==> src/rtl/alien_bomb.sv <==
// -----------------------------------------------------------------------------
// alien_bomb
//   Downward projectile engine for the alien formation. It holds a single bomb
//   slot. On a fire request it draws the bomb, and on each frame tick it erases
//   the bomb, moves it down STEP rows and redraws it. It reports a rocket hit or
//   a bottom exit as a one-cycle pulse and then frees the slot. Pixels are
//   written through the shared VGA plotter with a drawEn/drawAck handshake.
//
//   Optional feature: define ALIEN_BOMB_LFSR_FIRE_EN to add LFSR-driven
//   self-firing while the slot is idle.
//
// Ports
//   clk, reset     system clock, asynchronous active-high reset
//   tick           one-cycle frame-step strobe
//   fireReq        launch request, with fireX (8b) / fireY (7b) launch position
//   rocketX        rocket left column (8b)
//   drawAck        plotter accepted the current pixel
//   bombX, bombY   current bomb position
//   colour         pixel colour for the plotter
//   drawEn         pixel write request
//   bombActive     bomb slot occupied
//   hitRocket      one-cycle pulse: bomb struck the rocket
//   bottomReached  one-cycle pulse: bomb left the playfield
// -----------------------------------------------------------------------------
module alien_bomb #(
    parameter int         STEP     = 3,
    parameter int         Y_BOTTOM = 115,
    parameter int         ROCKET_Y = 108,
    parameter int         ROCKET_W = 8,
    parameter logic [2:0] COLOUR   = 3'b100
) (
    input  logic       clk,
    input  logic       reset,
    input  logic       tick,
    input  logic       fireReq,
    input  logic [7:0] fireX,
    input  logic [6:0] fireY,
    input  logic [7:0] rocketX,
    input  logic       drawAck,
    output logic [7:0] bombX,
    output logic [6:0] bombY,
    output logic [2:0] colour,
    output logic       drawEn,
    output logic       bombActive,
    output logic       hitRocket,
    output logic       bottomReached
);

    localparam logic [7:0] STEP8     = 8'(STEP);
    localparam logic [7:0] Y_BOTTOM8 = 8'(Y_BOTTOM);
    localparam logic [7:0] ROCKET_Y8 = 8'(ROCKET_Y);
    localparam logic [8:0] RW_M1     = 9'(ROCKET_W - 1);

    typedef enum logic [2:0] {
        IDLE  = 3'd0,
        DRAW  = 3'd1,
        WAIT  = 3'd2,
        ERASE = 3'd3,
        MOVE  = 3'd4
    } state_t;

    state_t     state_q, state_d;
    logic [7:0] bomb_x_q, bomb_x_d;
    logic [6:0] bomb_y_q, bomb_y_d;
    logic       hit_q, hit_d;
    logic       bottom_q, bottom_d;

    // Collision / exit terms. yNext is 8 bits so a bomb near row 127 cannot
    // wrap back to the top; the hitbox right edge is 9 bits for rocketX near 255.
    logic [7:0] y_next;
    logic [8:0] rocket_right;
    logic       hit;

    assign y_next       = {1'b0, bomb_y_q} + STEP8;
    assign rocket_right = {1'b0, rocketX} + RW_M1;
    assign hit          = (y_next >= ROCKET_Y8) && (bomb_x_q >= rocketX) &&
                          ({1'b0, bomb_x_q} <= rocket_right);

`ifdef ALIEN_BOMB_LFSR_FIRE_EN
    // 8-bit Fibonacci LFSR, taps 8,6,5,4, advancing on every tick.
    logic [7:0] lfsr_q, lfsr_d;
    logic       lfsr_fb;
    logic       self_fire;

    assign lfsr_fb   = lfsr_q[7] ^ lfsr_q[5] ^ lfsr_q[4] ^ lfsr_q[3];
    assign lfsr_d    = tick ? {lfsr_q[6:0], lfsr_fb} : lfsr_q;
    assign self_fire = tick && (lfsr_q[2:0] == 3'b000);

    always_ff @(posedge clk or posedge reset) begin
        if (reset) lfsr_q <= 8'hA5;
        else       lfsr_q <= lfsr_d;
    end
`endif

    always_comb begin
        state_d  = state_q;
        bomb_x_d = bomb_x_q;
        bomb_y_d = bomb_y_q;
        hit_d    = 1'b0;
        bottom_d = 1'b0;
        case (state_q)
            IDLE: begin
                // fireReq has priority over a self-fire in the same cycle.
                if (fireReq) begin
                    bomb_x_d = fireX;
                    bomb_y_d = fireY;
                    state_d  = DRAW;
                end
`ifdef ALIEN_BOMB_LFSR_FIRE_EN
                else if (self_fire) begin
                    bomb_x_d = fireX ^ {3'b000, lfsr_q[7:3]};
                    bomb_y_d = fireY;
                    state_d  = DRAW;
                end
`endif
            end
            DRAW:  if (drawAck) state_d = WAIT;
            WAIT:  if (tick)    state_d = ERASE;
            ERASE: if (drawAck) state_d = MOVE;
            MOVE: begin
                // The erase is already done, so a retiring bomb is not redrawn.
                if (hit) begin
                    hit_d   = 1'b1;
                    state_d = IDLE;
                end else if (y_next >= Y_BOTTOM8) begin
                    bottom_d = 1'b1;
                    state_d  = IDLE;
                end else begin
                    bomb_y_d = y_next[6:0];
                    state_d  = DRAW;
                end
            end
            default: state_d = IDLE;
        endcase
    end

    always_ff @(posedge clk or posedge reset) begin
        if (reset) begin
            state_q  <= IDLE;
            bomb_x_q <= '0;
            bomb_y_q <= '0;
            hit_q    <= 1'b0;
            bottom_q <= 1'b0;
        end else begin
            state_q  <= state_d;
            bomb_x_q <= bomb_x_d;
            bomb_y_q <= bomb_y_d;
            hit_q    <= hit_d;
            bottom_q <= bottom_d;
        end
    end

    // Decoded from the state register, so reset clears them asynchronously.
    assign bombX         = bomb_x_q;
    assign bombY         = bomb_y_q;
    assign drawEn        = (state_q == DRAW) || (state_q == ERASE);
    assign colour        = (state_q == DRAW) ? COLOUR : 3'b000;
    assign bombActive    = (state_q != IDLE);
    assign hitRocket     = hit_q;
    assign bottomReached = bottom_q;

endmodule

==> config.mk <==
export PLATFORM = sky130hd
export DESIGN_NAME = alien_bomb
export DESIGN_NICKNAME = d
export VERILOG_FILES = /design/src/rtl/alien_bomb.sv
export SDC_FILE = /design/constraint.sdc
export NUM_CORES = 1
export LEC_CHECK = 0
export ABC_AREA = 1
export CAP_MARGIN = 20
export CORE_MARGIN = 8
export CORE_UTILIZATION = 25
export CTS_CLUSTER_DIAMETER = 100
export CTS_CLUSTER_SIZE = 24
export DETAILED_ROUTE_END_ITERATION = 6
export PLACE_DENSITY = 0.54
export SETUP_SLACK_MARGIN = 0.2
export SLEW_MARGIN = 20
export SYNTH_ARGS = -nofsm -noshare
export SYNTH_HDL_FRONTEND = slang
export SYNTH_SLANG_ARGS = --single-unit
==> constraint.sdc <==
create_clock -name clk -period 2 [get_ports clk]
set_input_delay 0.3 -clock clk [delete_from_list [all_inputs] [get_ports clk]]
set_output_delay 0.3 -clock clk [all_outputs]
set_load 0.005 [all_outputs]
Word level (Yosys, flattened, before mapping)
Cells that the tools add are included.
- input port bits: 28
- flip-flop bits (word level): 20
- output and inout bits: 22
- $lt $le $gt $ge: 4
- add/sub/neg operators: 2
- reduce and logical (&&, ||, !) cells: 9
- equality and inequality tests: 10
- multiplexer cells: 17
- operators by type and width (kind ; count):
    2-to-1 mux 7 bit ; 3
    greater-or-equal comparator 8 x 7 -> 1 bit, second input constant ; 2
    2-to-1 mux 3 bit ; 5
    case mux 3 bit (5 select lines) ; 1
    case mux 7 bit (2 select lines) ; 1
    inequality test 2 bit, second input constant ; 6
    adder 8 x 3 -> 9 bit, second input constant ; 1
    less-or-equal comparator 8 x 9 -> 1 bit ; 1
    adder 7 x 2 -> 8 bit, second input constant ; 1
    greater-or-equal comparator 8 bit ; 1
    AND reduction 4 bit ; 2
    2-to-1 mux 1 bit ; 7
    equality test 3 x 2 -> 1 bit, second input constant ; 2
    equality test 3 x 1 -> 1 bit, second input constant ; 1
    equality test 3 bit, second input constant ; 1
    logical NOT 3 bit ; 1
    nonzero test 3 bit ; 1
    logical AND 1 bit ; 2
    AND reduction 2 bit ; 1
    nonzero test 2 bit ; 1
    logical OR 1 bit ; 1

Logic depth before layout (Yosys ltp)
Gate-level depths: netlist of the first run.
- depth after elaboration: 6
- depth in mapped cells: 20
- gate-level depth less buffers: 20

Worst setup path after synthesis of the first run
No wires, ideal clock.
- kind: input port to flip-flop
- from: input rocketX[0]
- to: register bomb_y_q[3] (netlist: bombY[3])
- slack: -72 ps
- arrival: 1955 ps
- stages on the path: 19
- data required time: 1883 ps
- cells stage by stage: inv_1 -> ha_1 -> nand2_1 -> nand2_1 -> xor2_1 -> ha_1 -> nand2_1 -> nor2_1 -> nand2_1 -> nand3_1 -> nand2_1 -> nand2_1 -> nand2_1 -> nand2_1 -> nand2_1 -> nand4_4 -> nand2_4 -> nand2_1 -> nand2_1
- longest elaborated chain between the ends: 5
- elaborated cells on any way between the ends: 7
- RTL lines (item ; line ; source):
    from (decl) ; 38 ; input logic [7:0] rocketX,
    adder 8 x 3 -> 9 bit / greater-or-equal comparator 8 bit (equally long branches) ; 75, 76 ;
    less-or-equal comparator 8 x 9 -> 1 bit / logical AND 1 bit (equally long branches) ; 77, 76 ;
    logical AND 1 bit (*) ; 76 ; assign hit = (y_next >= ROCKET_Y8) && (bomb_x_q >= rocketX) &&
    inequality test 2 bit (no source line) (*) ; -- ;
    AND reduction 4 bit (no source line) (*) ; -- ;
    to (signal assigned) ; 147 ; bomb_y_q <= bomb_y_d;
    to (decl) ; 64 ; logic [6:0] bomb_y_q, bomb_y_d;
Mark *: on every way between the ends. The rest lies on a longest branch, timed or not.
A chain may end at the register's enable or synchronous reset.

Worst setup path after layout of the first run
- from: input rocketX[1]
- to: register bomb_y_q[3] (netlist: bombY[3])
Same word-level chain as after synthesis.

==> results of run 1 <==
## cells in the mapped netlist, drive strengths merged
cell type,number,area [sq um]
nand3,17,90.1
conb,1,3.75
mux2,7,78.8
nand4,4,40.0
nor3,2,10.0
inv,34,128
nor2,24,125
xnor2,3,26.3
ha,18,225
a31oi,1,6.26
xor2,4,35.0
a211oi,1,7.51
nand2,67,267
o21ai,9,56.3
dfrtp,20,500
o31a,1,10.0
a21oi,5,25.0
buf,2,15.0
o221ai,1,8.76
clkbuf,1,3.75
## stage by stage
step | instance area, sq um | setup TNS [ns] | hold WS, ns | total power, mW | utilization, %
2_1_floorplan | 1710 | 0 | 0.264 | 1.87 | -
4_1_cts | 2530 | -0.127 | 0.378 | 3.06 | 39.6
3_3_place_gp | 2400 | -7.75 | 0.549 | 2.66 | 37.6
6_report | 2580 | -0.171 | 0.365 | 3.07 | 40.3
5_1_grt | 2580 | -1.83 | 0.402 | 3.42 | 40.3
3_5_place_dp | 2400 | -7.84 | 0.545 | 2.68 | 37.6
## flip-flops by register name, indices dropped and copies added (netlist names)
register and count:
bombX 8, bombY 7, bottomReached 1, hitRocket 1, state_q 3
## logic make-up (layout without fill, tap and decap cells)
logic type               count (synthesis)  count (layout)  share of synthesized area (%)
adder cells (fa/ha/maj)                 18              18                           13.6
XOR/XNOR                                 7               7                           3.69
AND/OR/NAND/NOR                        114             115                           32.0
multiplexers                             7               7                           4.74
other                                    1               2                          0.226
buffers and inverters                   37             111                           8.81
flip-flops                              20              20                           30.1
AO/OA/AOI/OAI                           18              18                           6.85
## path summary, 6_finish.rpt
path / start / endpoint / slack [ns] / cells after the start
setup / recovery: rocketX[1] / bombY[3]$_DFFE_PP0P_ / -0.05 / 21
hold / removal: reset / bombX[0]$_DFFE_PP0P_ / 0.37 / 3
setup reg to reg: bombY[0]$_DFFE_PP0P_ / bombY[3]$_DFFE_PP0P_ / 0.08 / 12
hold reg to reg: bombY[2]$_DFFE_PP0P_ / bombY[2]$_DFFE_PP0P_ / 0.56 / 2
max in group asynchronous: reset / state_q[2]$_DFFE_PP0P_ / 1.42 / 3
min in group clk: bombY[2]$_DFFE_PP0P_ / bombY[2]$_DFFE_PP0P_ / 0.56 / 2
## final cells by class
type | instances | share of cell area (%)
Inverter | 34 | 5.93
Multi-Input combinational cell | 167 | 42.7
Timing Repair Buffer | 73 | 26.0
Tap cell | 77 | 3.74
Sequential cell | 20 | 19.4
Clock buffer | 4 | 2.14
## what timing repair did
action / in CTS / in global routing
pin swaps: 15 / 6
cloned: 1 / 0
endpoints found under the setup margin: 11 / 11
resized for setup: 27 / 12
buffers inserted: 5 / 2
## where the power goes
part,switching (mW),leakage [nW],internal [mW],total [mW]
clock network,0.136,0.0288,0.175,0.311
logic,1.01,1.01,0.967,1.98
registers,0.193,0.245,0.588,0.781
total,1.34,1.28,1.73,3.07
## per-layer routing
layer	up-vias	GRT usage [%]	share of wire, %
li1	862	-	-
met1	739	11.7	45
met2	33	16.8	49
met3	4	2.56	5.2
met4	0	2.45	0.76
met5	-	0	0
## worst reg2reg max path, cell delays in order, from the launching register on
cell	delay, ns
dfrtp_1	0.34
inv_1	0.05
ha_1	0.24
nor2_4	0.18
nand3_1	0.11
nand2_2	0.12
nor2_4	0.05
nand3_1	0.07
nand2_2	0.08
o21ai_4	0.29
nand2_4	0.14
nand2_2	0.10
nand2_1	0.05
## layout by cell type (no fill, tap or decap), types with 6 or more instances in the layout
master           count
o21ai_0              8
dfrtp_1             20
buf_4               26
mux2_2               7
inv_1               29
nor2_1              13
clkdlybuf4s50_1     39
nand3_1             15
ha_1                17
nor2_2               6
nand2_1             53
nand2_2             12
==> results.sh, run 1 <==
export IMPL_status="finished, violations left"
export IMPL_violations="setup timing"
export IMPL_antenna_found_initial=0
export IMPL_crit_slowest_cell="ha_1"
export IMPL_h_tree_depth=1
export IMPL_gr_total_overflow=0
export IMPL_ys_types=28
export IMPL_vias=1638
export IMPL_worstSetupEndpointType="flip-flop"
export IMPL_seqCellArea_sq_um=500
export IMPL_worstPathRequired_ns=2.15
export IMPL_hold_class="in2async"
export IMPL_core_sq_um=6390
export IMPL_n_antenna_cell=0
export IMPL_synth_seq_area_share_pct=30.1
export IMPL_fp_dieW_microns=97.5
export IMPL_hold_buffers=0
export IMPL_crit_fanout=7
export IMPL_path_delay_family="simple AND/OR/NAND/NOR gates"
export IMPL_ys_warn_count=0
export IMPL_multi_input_area_sq_um=1100
export IMPL_final_cells=375
export IMPL_ir_drop_mv=0.474
export IMPL_rows=29
export IMPL_ant_nets=0
export IMPL_num_fill_cells=674
export IMPL_wl_per_cell_microns=12.2
export IMPL_syn2layout_area_growth_pct=55.0
export IMPL_drc=0
export IMPL_rsz0062_at_grt="yes"
export IMPL_dp_cells=363
export IMPL_post_dp_hpwl_mm=3.58
export IMPL_insertion_delay_ns=0.26
export IMPL_final_nets=345
export IMPL_grt_pass1_wl_mm=7.87
export IMPL_drive_above_1_share_pct=26.2
export IMPL_crit_buf_inv=3
export IMPL_fin_crit_sh_pct=103
export IMPL_grt_max_degree=21
export IMPL_syn_area_per_cell_sq_um=7.48
export IMPL_track_usage_pct=9.77
export IMPL_slew_viol_final=0
export IMPL_start_util_pct=26.0
export IMPL_critical_path_class="in2reg"
export IMPL_power_density_nw_per_um2=1190
export IMPL_clock_sinks=20
export IMPL_ys_ff_latch=20
export IMPL_dr_first_iter_drc_count=43
export IMPL_firstDrtPassIters=4
export IMPL_fmax_mhz=488
export IMPL_die_area_sq_um=9510
export IMPL_gp_congestion=0.801
export IMPL_syn_area_sq_um=1660
export IMPL_io_pins=50
export IMPL_cts_clk_slew_worst_paths_ns=0.07
export IMPL_hold_viol=0
export IMPL_cts_inserted_buffers=3
export IMPL_layout_setup_ws_ns=-0.0513
export IMPL_cts_tree="built"
export IMPL_drt_wl_total_mm=4.58
export IMPL_worst_clock_skew_ns=0.00385
export IMPL_critPathArrivalTime_ns=2.20
export IMPL_setup_viol=7
export IMPL_leakage_nw=1.28
export IMPL_place_worst_setup_slack_ns=-0.843
export IMPL_cp_cell_sequence="buf_6, buf_8, inv_12, ha_4, nand2_2, nand2_1, xor2_1, ha_1, nand2_2, nor2_2, nand2_1, nand3_1, nand2_1, nand2_1, nand2_1, nand2_2, nand2_4, nand4_4, nand2_4, nand2_2, nand2_1"
export IMPL_grt_pass1_vias=1703
export IMPL_cpMostUsedCell="nand2_1"
export IMPL_finalCriticalPeriod_ns=2.05
export IMPL_io_buffers=47
export IMPL_synth_cells=222
export IMPL_cts_buffer_depth=2
export IMPL_viasPerCell=4.37
export IMPL_cts_root_buf="clkbuf_8"
export IMPL_fp_dieH_microns=97.5
export IMPL_maxCapViolCount=0
export IMPL_critPathMaxStageDelay_ns=0.31
export IMPL_cp_start_kind="input port"
Note: power is estimated with default switching activity, not from simulation.
==> run 2: changes to the inputs <==
- CORE_ASPECT_RATIO: not set -> 0.9
- HOLD_SLACK_MARGIN: not set -> 0.1
==> run 2 against run 1 <==
Largest power group unchanged. Global-route usage increased by 0.49 points. Critical path depth decreased by 4. Non-clock buffer count increased by 4. Critical path type unchanged. Cell area increased by 1.7%. Combinational power increased by 4%. Core utilization decreased by 0.15 points. Power increased by 2.1%. Die area about the same. Via count increased by 0.49%. The flow still finishes with violations (setup timing). Largest cell class unchanged. First-iteration DRC count decreased by 16%.
==> results.sh, run 2 (synthesis gave the netlist of run 1 again) <==
export IMPL_hold_class="in2async"
export IMPL_rsz0062_at_grt="yes"
export IMPL_leakage_nw=1.30
export IMPL_io_buffers=47
export IMPL_cts_clk_slew_worst_paths_ns=0.08
export IMPL_grt_pass1_wl_mm=7.73
export IMPL_post_dp_hpwl_mm=3.67
export IMPL_ir_drop_mv=0.608
export IMPL_finalCriticalPeriod_ns=2.10
export IMPL_worst_clock_skew_ns=0.00549
export IMPL_rows=28
export IMPL_cts_buffer_depth=2
export IMPL_status="finished, violations left"
export IMPL_h_tree_depth=1
export IMPL_power_density_nw_per_um2=1200
export IMPL_setup_viol=9
export IMPL_drt_wl_total_mm=4.71
export IMPL_worstPathRequired_ns=2.21
export IMPL_antenna_found_initial=0
export IMPL_mostFrequentLayoutCell="nand2_1"
export IMPL_dr_first_iter_drc_count=36
export IMPL_r2r_cells=11
export IMPL_layout_setup_ws_ns=-0.102
export IMPL_fp_dieH_microns=93.3
export IMPL_drc=0
export IMPL_final_nets=349
export IMPL_start_util_pct=25.5
export IMPL_insertion_delay_ns=0.26
export IMPL_grt_pass1_vias=1640
export IMPL_track_usage_pct=10.3
export IMPL_hold_viol=0
export IMPL_fin_hold_ws_ns=0.364
export IMPL_syn2layout_area_growth_pct=57.6
export IMPL_die_area_sq_um=9510
export IMPL_p_total_mw=3.14
export IMPL_place_worst_setup_slack_ns=-0.834
export IMPL_n_antenna_cell=0
export IMPL_gr_total_overflow=0
export IMPL_viasPerCell=4.20
export IMPL_cts_tree="built"
export IMPL_cts_inserted_buffers=3
export IMPL_ant_nets=0
export IMPL_clock_sinks=20
export IMPL_largest_reg_flops=8
export IMPL_crit_fanout=7
export IMPL_finalSetupTns_ns=-0.719
export IMPL_core_sq_um=6520
export IMPL_finish_utilization_pct=40.2
export IMPL_gp_congestion=0.811
export IMPL_fin_crit_sh_pct=105
export IMPL_maxCapViolCount=0
export IMPL_critPathArrivalTime_ns=2.31
export IMPL_drive_above_1_share_pct=26.5
export IMPL_hold_buffers=0
export IMPL_fmax_mhz=476
export IMPL_layout_common_cells="55 x nand2_1, 39 x clkdlybuf4s50_1, 30 x buf_4"
export IMPL_slew_viol_final=0
export IMPL_critical_path_class="in2reg"
export IMPL_cp_start_kind="input port"
export IMPL_violations="setup timing"
export IMPL_vias=1646
export IMPL_grt_max_degree=21
export IMPL_cts_root_buf="clkbuf_8"
export IMPL_fp_dieW_microns=102
export IMPL_io_pins=50
export IMPL_wl_per_cell_microns=12.0
export IMPL_worstSetupEndpointType="flip-flop"
export IMPL_firstDrtPassIters=4
-- run 2: cell count changes in the layout (fill, tap and decap cells not counted), sizes merged --
cell,before,now
buf,28,32
-- run 2: worst max-delay path, cell delays in order --
cell and delay, ns:
buf_6 0.07, buf_6 0.12, inv_12 0.03, ha_4 0.15, nand2_4 0.05, nand4_1 0.15, buf_4 0.18, buf_4 0.12
buf_4 0.12, buf_4 0.12, buf_4 0.12, o31a_2 0.30, nand2_4 0.10, nand4_4 0.13, nand2_4 0.14, nand2_1 0.06
nand2_1 0.06
-- run 2: per-layer routing --
layer	track usage (%)	wire, microns	up-vias
li1	-	-	868
met1	12.8	2180	728
met2	16.5	2150	41
met3	2.67	294	9
met4	3.79	83	0
met5	0	0	-
-- run 2: cell type report --
class | count | area (sq um)
repair buffers | 77 | 696
well taps | 90 | 113
fillers | 680 | 3900
inverters | 34 | 153
clock buffers | 4 | 55.1
flip-flops and latches | 20 | 500
multi-input cells | 167 | 1100
-- run 2: per-stage QoR --
step | cells | area, sq um
floorplan | 223 | 1710
global placement | 378 | 2430
detailed placement | 378 | 2430
CTS | 389 | 2560
global route | 392 | 2620
finish | 392 | 2620
-- run 2: power by group --
group	switching, mW	internal [mW]
Clock	0.143	0.176
Combinational	1.04	1.00
Sequential	0.185	0.587
Total	1.37	1.77
-- run 2: final timing paths --
path | from | end | slack, ns
setup / recovery | rocketX[1] | bombY[1]$_DFFE_PP0P_ | -0.10
hold / removal | reset | state_q[2]$_DFFE_PP0P_ | 0.36
setup reg to reg | bombX[1]$_DFFE_PP0P_ | bombY[1]$_DFFE_PP0P_ | 0.10
hold reg to reg | bombY[5]$_DFFE_PP0P_ | bombY[5]$_DFFE_PP0P_ | 0.56
max in group asynchronous | reset | bombX[6]$_DFFE_PP0P_ | 1.42
min in group clk | bombY[5]$_DFFE_PP0P_ | bombY[5]$_DFFE_PP0P_ | 0.56
-- run 2: repair_timing --
item,in CTS,in global routing
setup buffers,6,3
cloned,1,0
pin swaps,19,10
setup endpoints to repair,11,11
resized for setup,25,10
==> run 3: changes to the inputs <==
- ABC_AREA: 1 -> not set
- CORE_MARGIN: 8 -> 2
==> run 3 against run 2 <==
The run still ends with setup timing left. Global-route usage up 4.0 points. Non-clock buffer count up 26. Die area is 22% lower. Combinational power up 26%. Sequential power about the same. Core utilization rose by 3.7 points. Wire length grew 10%. Critical endpoint is now bombY[3]$_DFFE_PP0P_. Via count up 5.4%. Area after synthesis increased by 1.2%. Sequential cell count unchanged.
==> results.sh, run 3 <==
export IMPL_layout_setup_ws_ns=-0.664
export IMPL_mostFrequentLayoutCell="buf_4"
export IMPL_syn_area_sq_um=1680
export IMPL_gp_congestion=0.812
export IMPL_yosys_area_top_type_share_pct=29.8
export IMPL_hold_class="in2async"
export IMPL_yosysMostFrequentCell="dfrtp_1"
export IMPL_maxCapViolCount=0
export IMPL_ir_drop_mv=0.355
export IMPL_critPathArrivalTime_ns=2.83
export IMPL_drt_wl_total_mm=5.18
export IMPL_rrSetupSlack_ns=-0.18
export IMPL_syn2layout_area_growth_pct=71.1
export IMPL_start_util_pct=25.7
export IMPL_worst_clock_skew_ns=0.00830
export IMPL_fin_area_sq_um=2880
export IMPL_r2r_start="bombX[6]$_DFFE_PP0P_"
export IMPL_clock_sinks=20
export IMPL_hold_viol=0
export IMPL_n_antenna_cell=0
export IMPL_cts_root_buf="clkbuf_8"
export IMPL_power_density_nw_per_um2=1270
export IMPL_final_nets=327
export IMPL_rsz0062_at_grt="yes"
export IMPL_antenna_found_initial=0
export IMPL_finalCriticalPeriod_ns=2.66
export IMPL_ys_ff_latch=20
export IMPL_rows=28
export IMPL_status="finished, violations left"
export IMPL_setup_viol=9
export IMPL_core_sq_um=6550
export IMPL_rr_endpoint="bombY[3]$_DFFE_PP0P_"
export IMPL_drive_above_1_share_pct=35.8
export IMPL_track_usage_pct=14.2
export IMPL_layout_common_cells="52 x buf_4, 39 x clkdlybuf4s50_1, 19 x dfrtp_1"
export IMPL_worstPathRequired_ns=2.17
export IMPL_fin_crit_sh_pct=133
export IMPL_syn_area_per_cell_sq_um=9.34
export IMPL_crit_start="rocketX[0]"
export IMPL_cts_tree="built"
export IMPL_ys_async_sr_fraction_pct=100
export IMPL_cts_inserted_buffers=3
export IMPL_firstDrtPassIters=5
export IMPL_ys_types=58
export IMPL_synth_edf_count=0
export IMPL_dr_first_iter_drc_count=123
export IMPL_fp_dieH_microns=81.8
export IMPL_gr_total_overflow=0
export IMPL_r2r_cells=8
export IMPL_io_pins=50
export IMPL_critical_path_class="in2reg"
export IMPL_io_buffers=47
export IMPL_synth_seq_area_share_pct=29.8
export IMPL_grt_pass1_wl_mm=8.39
export IMPL_yosys_top_cells_area="dfrtp_1 30%, ha_1 13%, mux2_2 6.0%"
export IMPL_cp_endpoint="bombY[3]$_DFFE_PP0P_"
export IMPL_violations="setup timing"
export IMPL_synth_cells=180
export IMPL_cp_start_kind="input port"
export IMPL_fin_hold_ws_ns=0.353
export IMPL_crit_fanout=8
export IMPL_ys_warn_count=0
export IMPL_post_dp_hpwl_mm=3.98
export IMPL_grt_max_degree=21
export IMPL_grt_pass1_vias=1705
export IMPL_synthTopCellsByCount="20 x dfrtp_1, 18 x ha_1, 16 x inv_1"
export IMPL_worstSetupEndpointType="flip-flop"
export IMPL_cts_buffer_depth=2
export IMPL_leakage_nw=1.29
export IMPL_synth_main_ff_cell="dfrtp_1"
export IMPL_cts_clk_slew_worst_paths_ns=0.09
export IMPL_die_area_sq_um=7400
export IMPL_ant_nets=0
export IMPL_synth_top_area_cell="dfrtp_1"
export IMPL_h_tree_depth=1
export IMPL_hold_buffers=0
export IMPL_fp_dieW_microns=90.5
export IMPL_slew_viol_final=0
export IMPL_fmax_mhz=375
export IMPL_place_area_sq_um=2640
export IMPL_viasPerCell=4.70
export IMPL_insertion_delay_ns=0.27
export IMPL_vias=1735
export IMPL_drc=0
export IMPL_wl_per_cell_microns=14.0
export IMPL_largest_reg_flops=8
## run 3: changes by cell type after synthesis, sizes merged, moves of 3 or more
cell	change
buf	+3
nor3	+4
xor2	-3
nand2	-60
inv	-18
nand3	-14
nor2b	+4
xnor2	+3
nor2	-10
## run 3: cell type report
cell class / instances / area [sq um]
clock buffer: 3 / 41.3
timing repair buffer: 103 / 907
multi-input combinational: 137 / 1230
tap: 90 / 113
inverter: 16 / 80.1
fill: 650 / 3670
sequential: 20 / 502
## run 3: kinds of logic (layout without fill, tap and decap cells)
kind of cell | after synthesis | count (layout) | synth area share, %
AOI/OAI and AO/OA | 46 | 46 | 21.5
other | 1 | 2 | 0.223
DFF | 20 | 20 | 29.8
buffers and inverters | 24 | 122 | 6.40
and+or+nand+nor | 54 | 54 | 18.5
adders and majority gates | 18 | 18 | 13.4
xor gates and xnor gates | 7 | 7 | 3.65
muxes | 10 | 10 | 6.62
## run 3: timing repair
action / in CTS / in global routing
pin swaps: 9 / 9
endpoints found under the setup margin: 12 / 11
cloned: 0 / 0
buffers inserted: 8 / 1
resized for setup: 29 / 14
## run 3: report_power, final
group	switching, mW	internal, mW	total [mW]	leakage, nW
Sequential	0.187	0.587	0.774	0.235
Clock	0.161	0.135	0.297	0.0216
Combinational	1.13	1.45	2.58	1.04
Total	1.48	2.17	3.65	1.29
## run 3: how the worst min path moves through the flow
stage,from,end,cells after the start
after floorplan,reset,bombX[0]$_DFFE_PP0P_,1
after CTS,reset,bombX[5]$_DFFE_PP0P_,3
after detailed placement,state_q[2]$_DFFE_PP0P_,state_q[1]$_DFFE_PP0P_,1
after global routing,reset,bombX[5]$_DFFE_PP0P_,3
after global placement,bombY[1]$_DFFE_PP0P_,bombY[1]$_DFFE_PP0P_,2
final,reset,bombX[5]$_DFFE_PP0P_,3
## run 3: through the flow
step / util [%] / setup WS, ns / TNS, ns / cells / power (mW)
after CTS: 42.9 / -0.873 / -6.98 / 368 / 3.58
after global placement: 40.3 / -1.47 / -12.67 / 357 / 3.09
final: 43.9 / -0.664 / -5.41 / 369 / 3.65
after floorplan: - / -0.730 / -5.46 / 181 / 1.95
after detailed placement: 40.3 / -1.51 / -12.99 / 357 / 3.13
after global routing: 43.9 / -0.784 / -6.51 / 369 / 3.95
## run 3: routing by layer
layer	wire (microns)	vias to the layer above	GRT usage, %	part of all wire (%)
met5	0	-	0	0
met4	65	0	3.23	1.3
met3	267	6	3.21	5.2
met2	2420	41	24.2	47
met1	2430	819	18.6	47
li1	-	869	-	-
## run 3: worst max-delay path: stages
cell,delay [ns]
buf_6,0.07
buf_6,0.11
inv_12,0.03
ha_4,0.14
nor2b_4,0.12
or4_4,0.46
xnor2_4,0.18
ha_4,0.23
a2111oi_4,0.26
o21ai_1,0.12
o221ai_2,0.24
nand3_4,0.16
o211a_1,0.25
o21a_1,0.16
